$ cat config.mk
export PLATFORM = sky130hd
export DESIGN_NAME = fft_mem_ctrl
export DESIGN_NICKNAME = d
export VERILOG_FILES = /design/src/rtl/fft_mem_ctrl_pkg.sv /design/src/rtl/fft_mem_ctrl.sv
export SDC_FILE = /design/constraint.sdc
export NUM_CORES = 1
export LEC_CHECK = 0
export ABC_CLOCK_PERIOD_IN_PS = 2070
export CAP_MARGIN = 20
export CORE_ASPECT_RATIO = 1.2
export CORE_MARGIN = 2
export CORE_UTILIZATION = 49
export DETAILED_ROUTE_END_ITERATION = 10
export HOLD_SLACK_MARGIN = 0.12
export PLACE_DENSITY = 0.88
export REMOVE_ABC_BUFFERS = 1
export SLEW_MARGIN = 20
export SYNTH_ARGS = -nofsm -noshare
export SYNTH_HDL_FRONTEND = slang
export SYNTH_SLANG_ARGS = --single-unit
$ cat constraint.sdc
create_clock -name clk -period 2.07 [get_ports clk]
set_input_delay 0.414 -clock clk [delete_from_list [all_inputs] [get_ports clk]]
set_output_delay 0.414 -clock clk [all_outputs]
set_load 0.02 [all_outputs]
$ cat src/rtl/fft_mem_ctrl_pkg.sv
// Shared definitions for the FFT ping-pong memory frame sequencer.
// The state encoding and default stage geometry live here for all users.
package fft_mem_ctrl_pkg;

   localparam int FFT_NUM_STAGES = 12;
   localparam int FFT_STAGE_W    = 4;

   typedef enum logic [2:0] {
      FMC_IDLE      = 3'd0,
      FMC_RX        = 3'd1,
      FMC_STG_START = 3'd2,
      FMC_STG_RUN   = 3'd3,
      FMC_GAP       = 3'd4,
      FMC_TX        = 3'd5,
      FMC_FIN       = 3'd6
   } fmc_state_e;

   // Bits needed to hold GAP_CYCLES-1; a 1-bit counter is kept even when unused.
   function automatic int gap_cnt_width(input int gap_cycles);
      return (gap_cycles > 1) ? $clog2(gap_cycles) : 1;
   endfunction

endpackage

$ cat src/rtl/fft_mem_ctrl.sv
// Frame-level sequencer: RX into mem0, NUM_STAGES in-place ping-pong
// butterfly passes, then TX out of mem0, with start/done handshakes.
module fft_mem_ctrl
   import fft_mem_ctrl_pkg::*;
#(
   parameter int FFT_SIZE   = 4096,
   parameter int NUM_STAGES = FFT_NUM_STAGES,
   parameter int STAGE_W    = FFT_STAGE_W,
   parameter int GAP_CYCLES = 2,
   parameter int FCNT_W     = 16
) (
   input  logic              clk,
   input  logic              rst,
   input  logic              start,
   output logic              busy,
   output logic              done,
   output logic              rx_start,
   input  logic              rx_done,
   output logic              stage_start,
   input  logic              stage_done,
   output logic [STAGE_W-1:0] stage_idx,
   output logic              tx_start,
   input  logic              tx_done,
   output logic              axis_rx,
   output logic              axis_tx,
   output logic              wmem_id,
   output logic              rmem_id,
   output logic [FCNT_W-1:0] frame_count
);

   localparam int                 GAP_W      = gap_cnt_width(GAP_CYCLES);
   localparam logic [GAP_W-1:0]   GAP_LOAD   = (GAP_CYCLES > 0) ? GAP_W'(GAP_CYCLES - 1) : '0;
   localparam logic [STAGE_W-1:0] LAST_STAGE = STAGE_W'(NUM_STAGES - 1);

   if ((NUM_STAGES != $clog2(FFT_SIZE)) || (NUM_STAGES % 2 != 0) ||
       ((2 ** STAGE_W) < NUM_STAGES)) begin : g_cfg_check
      $error("fft_mem_ctrl: inconsistent FFT_SIZE / NUM_STAGES / STAGE_W");
   end

   fmc_state_e       state;
   logic [GAP_W-1:0] gap_cnt;
   logic             gap_exit;

   // A zero-length gap folds the GAP exit into the stage_done cycle of STG_RUN.
   assign gap_exit = ((state == FMC_GAP) && (gap_cnt == '0)) ||
                     ((state == FMC_STG_RUN) && stage_done && (GAP_CYCLES == 0));

   always_ff @(posedge clk or posedge rst) begin
      if (rst) begin
         state       <= FMC_IDLE;
         gap_cnt     <= '0;
         busy        <= 1'b0;
         done        <= 1'b0;
         rx_start    <= 1'b0;
         stage_start <= 1'b0;
         tx_start    <= 1'b0;
         axis_rx     <= 1'b0;
         axis_tx     <= 1'b0;
         wmem_id     <= 1'b1;
         rmem_id     <= 1'b0;
         stage_idx   <= '0;
         frame_count <= '0;
      end else begin
         rx_start    <= 1'b0;
         stage_start <= 1'b0;
         tx_start    <= 1'b0;
         done        <= 1'b0;

         case (state)
            FMC_IDLE: begin
               if (start) begin
                  state    <= FMC_RX;
                  busy     <= 1'b1;
                  axis_rx  <= 1'b1;
                  rx_start <= 1'b1;
               end
            end
            FMC_RX: begin
               // rx_start still high means this is the first RX cycle.
               if (rx_done && !rx_start) begin
                  state       <= FMC_STG_START;
                  axis_rx     <= 1'b0;
                  stage_start <= 1'b1;
                  rmem_id     <= stage_idx[0];
                  wmem_id     <= ~stage_idx[0];
               end
            end
            FMC_STG_START: begin
               state <= FMC_STG_RUN;
            end
            FMC_STG_RUN: begin
               if (stage_done && (GAP_CYCLES > 0)) begin
                  state   <= FMC_GAP;
                  gap_cnt <= GAP_LOAD;
               end
            end
            FMC_GAP: begin
               if (gap_cnt != '0) begin
                  gap_cnt <= gap_cnt - 1'b1;
               end
            end
            FMC_TX: begin
               if (tx_done && !tx_start) begin
                  state       <= FMC_FIN;
                  axis_tx     <= 1'b0;
                  done        <= 1'b1;
                  frame_count <= frame_count + 1'b1;
               end
            end
            FMC_FIN: begin
               state <= FMC_IDLE;
               busy  <= 1'b0;
            end
            default: begin
               state <= FMC_IDLE;
            end
         endcase

         if (gap_exit) begin
            if (stage_idx == LAST_STAGE) begin
               state     <= FMC_TX;
               stage_idx <= '0;
               wmem_id   <= 1'b1;
               rmem_id   <= 1'b0;
               axis_tx   <= 1'b1;
               tx_start  <= 1'b1;
            end else begin
               state       <= FMC_STG_START;
               stage_idx   <= stage_idx + 1'b1;
               wmem_id     <= ~wmem_id;
               rmem_id     <= ~rmem_id;
               stage_start <= 1'b1;
            end
         end
      end
   end

endmodule

==> metrics.txt <==
drt wl/cell 14.0 um; CP Cell Sequence clkdlybuf4s50_1; RePlAce Congestion ~0.84; post-CTS sizing 0; vias per inst roughly 5.4; CTS tree built; commonest non-fill, non-tap cell in the layout clkdlybuf4s50_1; Slowest-stage cell, CP clkdlybuf4s50_1; maximum VDD drop 796 uV; Clock Latency Late Sink approximately 0.33 ns; CORE AREA ~3100 sq um; Antenna diodes 0; Buffers & Inverters on Critical Path 1; Tmin final between 1.5 and 2 ns; Max clock buf depth 2; Port Buffers 34; Die ar. between 3000 and 4000 sq um; die width between 50 and 60 um; antenna violations before repair 0; GRT Total Usage between 20 and 25%; Hold Path Class primary input to asynchronous set/reset pin; Avg Cell Area, Syn a little over 10 sq um; initial detailed-routing violation count 25; H-tree Lvls 2; cts hold-fix bufs 0; layout cell share with drive strength beyond 1 12.6%; final period utilization between 90% and 100%; reg2reg path depth 5; Sink Count 33; Die Ht ~66 um; Cells after Synth about 150; clock-pin slew on the worst setup and hold paths about 0.1 ns; Starting Density between 50% and 60%; WHS roughly 0.45 ns; largest net degree at the start of global routing 34; CP required 1.66 ns; vias in the first global route around 1300; std cell rows 22; Peak Freq ~0.53 GHz; Cell Pwr Density 1020 nW/um^2; CP peak stage delay 0.66 ns; CP arrival between 1 and 1.5 ns; register bit total from synthesis 33; GRT overflow 0; Distinct cells, synth 38; kind of cell adding the most delay to the critical path buffers and inverters; max_cap viols 0; Setup crit end kind output port; placed cells 226; WP depth 1; P&R area growth vs syn 30.5%; Detailed Route WL around 3300 um; CTS root buf clkbuf_4; Slew Limit Fails 0; Leakage Power 0.909 nW; Residual DRC 0; Routed Antenna Nets 0; first-pass GRT wire length approximately 5600 um; # fillers roughly 260; postcts setup bufs 0; Vias around 1300; unrepaired setup endpoints after global routing false; Cell Area, Synth between 1500 and 2000 sq um; clk_skew ~0.011 ns; clock buffer count from CTS 5; yosys warns 0; most frequent cells in the layout clkdlybuf4s50_1, dfrtp_1, nand2_1; Slew @ Worst Pin 0.420 ns; Non-Filler Instances roughly 230; Post-layout nets roughly 210; status finished, final reports clean; Final Hold Fails 0; Worst slew margin 71.8%; critical path class flip-flop to output port; register area share after synthesis 53.2%; drt first pass iters 4; # IOs 35; worst-path fanout max 8; DP Wirelength ~2500 um; total power draw 2.08 mW; final setup fails 0; CP startpoint kind flip-flop
-- cells by family after synthesis --
kind of cell | after synthesis | share of synthesized area [%]
xor+xnor | 15 | 8.94
simple gates | 72 | 24.8
buf+inv | 10 | 3.14
mux | 3 | 2.01
fa+ha+maj | 2 | 1.61
flops | 33 | 53.2
compound gates | 16 | 6.28
-- Yosys cell counts --
library cell	instances	share of area [%]
nand2b_1	6	2.4
mux2_2	1	0.72
o22ai_1	2	0.81
nand4_1	6	2.4
dfrtp_1	32	52
a31oi_1	1	0.40
nor2b_1	1	0.40
xor2_1	7	3.9
ha_1	2	1.6
nor4_1	2	0.81
o211ai_1	2	0.97
nand2_1	20	4.8
a21oi_1	2	0.64
o21ai_0	6	1.9
nor2_1	15	3.6
or3_4	1	0.72
or2b_1	1	0.48
nand3_1	4	1.3
dfstp_2	1	1.7
mux2i_1	2	1.3
and4_1	1	0.56
nor3_1	7	2.3
and3b_1	1	0.56
and2b_2	1	0.56
or3_2	1	0.48
xnor2_1	7	3.9
clkbuf_1	1	0.24
buf_4	1	0.48
xnor2_2	1	1.0
nand2b_4	1	0.89
a21o_1	1	0.48
or4_4	2	1.4
inv_1	7	1.7
a211oi_1	1	0.48
buf_6	1	0.72
or3b_2	1	0.56
o22a_1	1	0.56
nand3b_1	1	0.48
-- flip-flops by register name, indices dropped and copies added, names as in the netlist --
register,count
frame_count,16
stage_idx,4
state,3
axis_rx,1
axis_tx,1
busy,1
done,1
gap_cnt,1
rmem_id,1
rx_start,1
stage_start,1
tx_start,1
wmem_id,1
-- through the flow --
step | cell area (sq um) | worst slack [ns] | util, % | TNS (ns)
after detailed placement | 1980 | -0.168 | 64.7 | -0.299
after global routing | 2030 | 0.108 | 66.4 | 0
after CTS | 2030 | 0.161 | 66.4 | 0
after floorplan | 1530 | 0.169 | - | 0
final | 2030 | 0.171 | 66.4 | 0
after global placement | 1980 | -0.106 | 64.7 | -0.139
-- power breakdown --
part           switching [mW]  total [mW]  internal [mW]
registers               0.132       0.915          0.783
logic                   0.426       0.823          0.397
clock network           0.209       0.338          0.129
-- final timing paths --
| kind | start | to | slack [ns] |
|---|---|---|---|
| max | stage_idx[0] | stage_idx[0] | 0.17 |
| min | rst | state[1] | 0.45 |
| max reg2reg | frame_count[0] | frame_count[14] | 0.20 |
| min reg2reg | axis_tx | axis_tx | 0.49 |
| max in group asynchronous | rst | wmem_id | 1.28 |
| min in group clk | axis_tx | axis_tx | 0.49 |
-- area by class of cell --
type | count | area, sq um | share of cell area (%)
timing repair buffer | 42 | 400 | 19.7
inverter | 7 | 26.3 | 1.30
clock inverter | 2 | 10.0 | 0.494
multi-input combinational | 108 | 678 | 33.4
clock buffer | 6 | 41.3 | 2.04
tap | 36 | 45.0 | 2.22
sequential | 33 | 827 | 40.8
-- layer usage --
metal	GRT usage (%)	vias up	share of wire [%]
li1	-	609	-
met1	19.2	618	40
met2	38.2	34	53
met3	6.30	6	4.8
met4	10.1	0	1.8
met5	0	-	0
No activity file was read; power rests on OpenSTA's default activity.
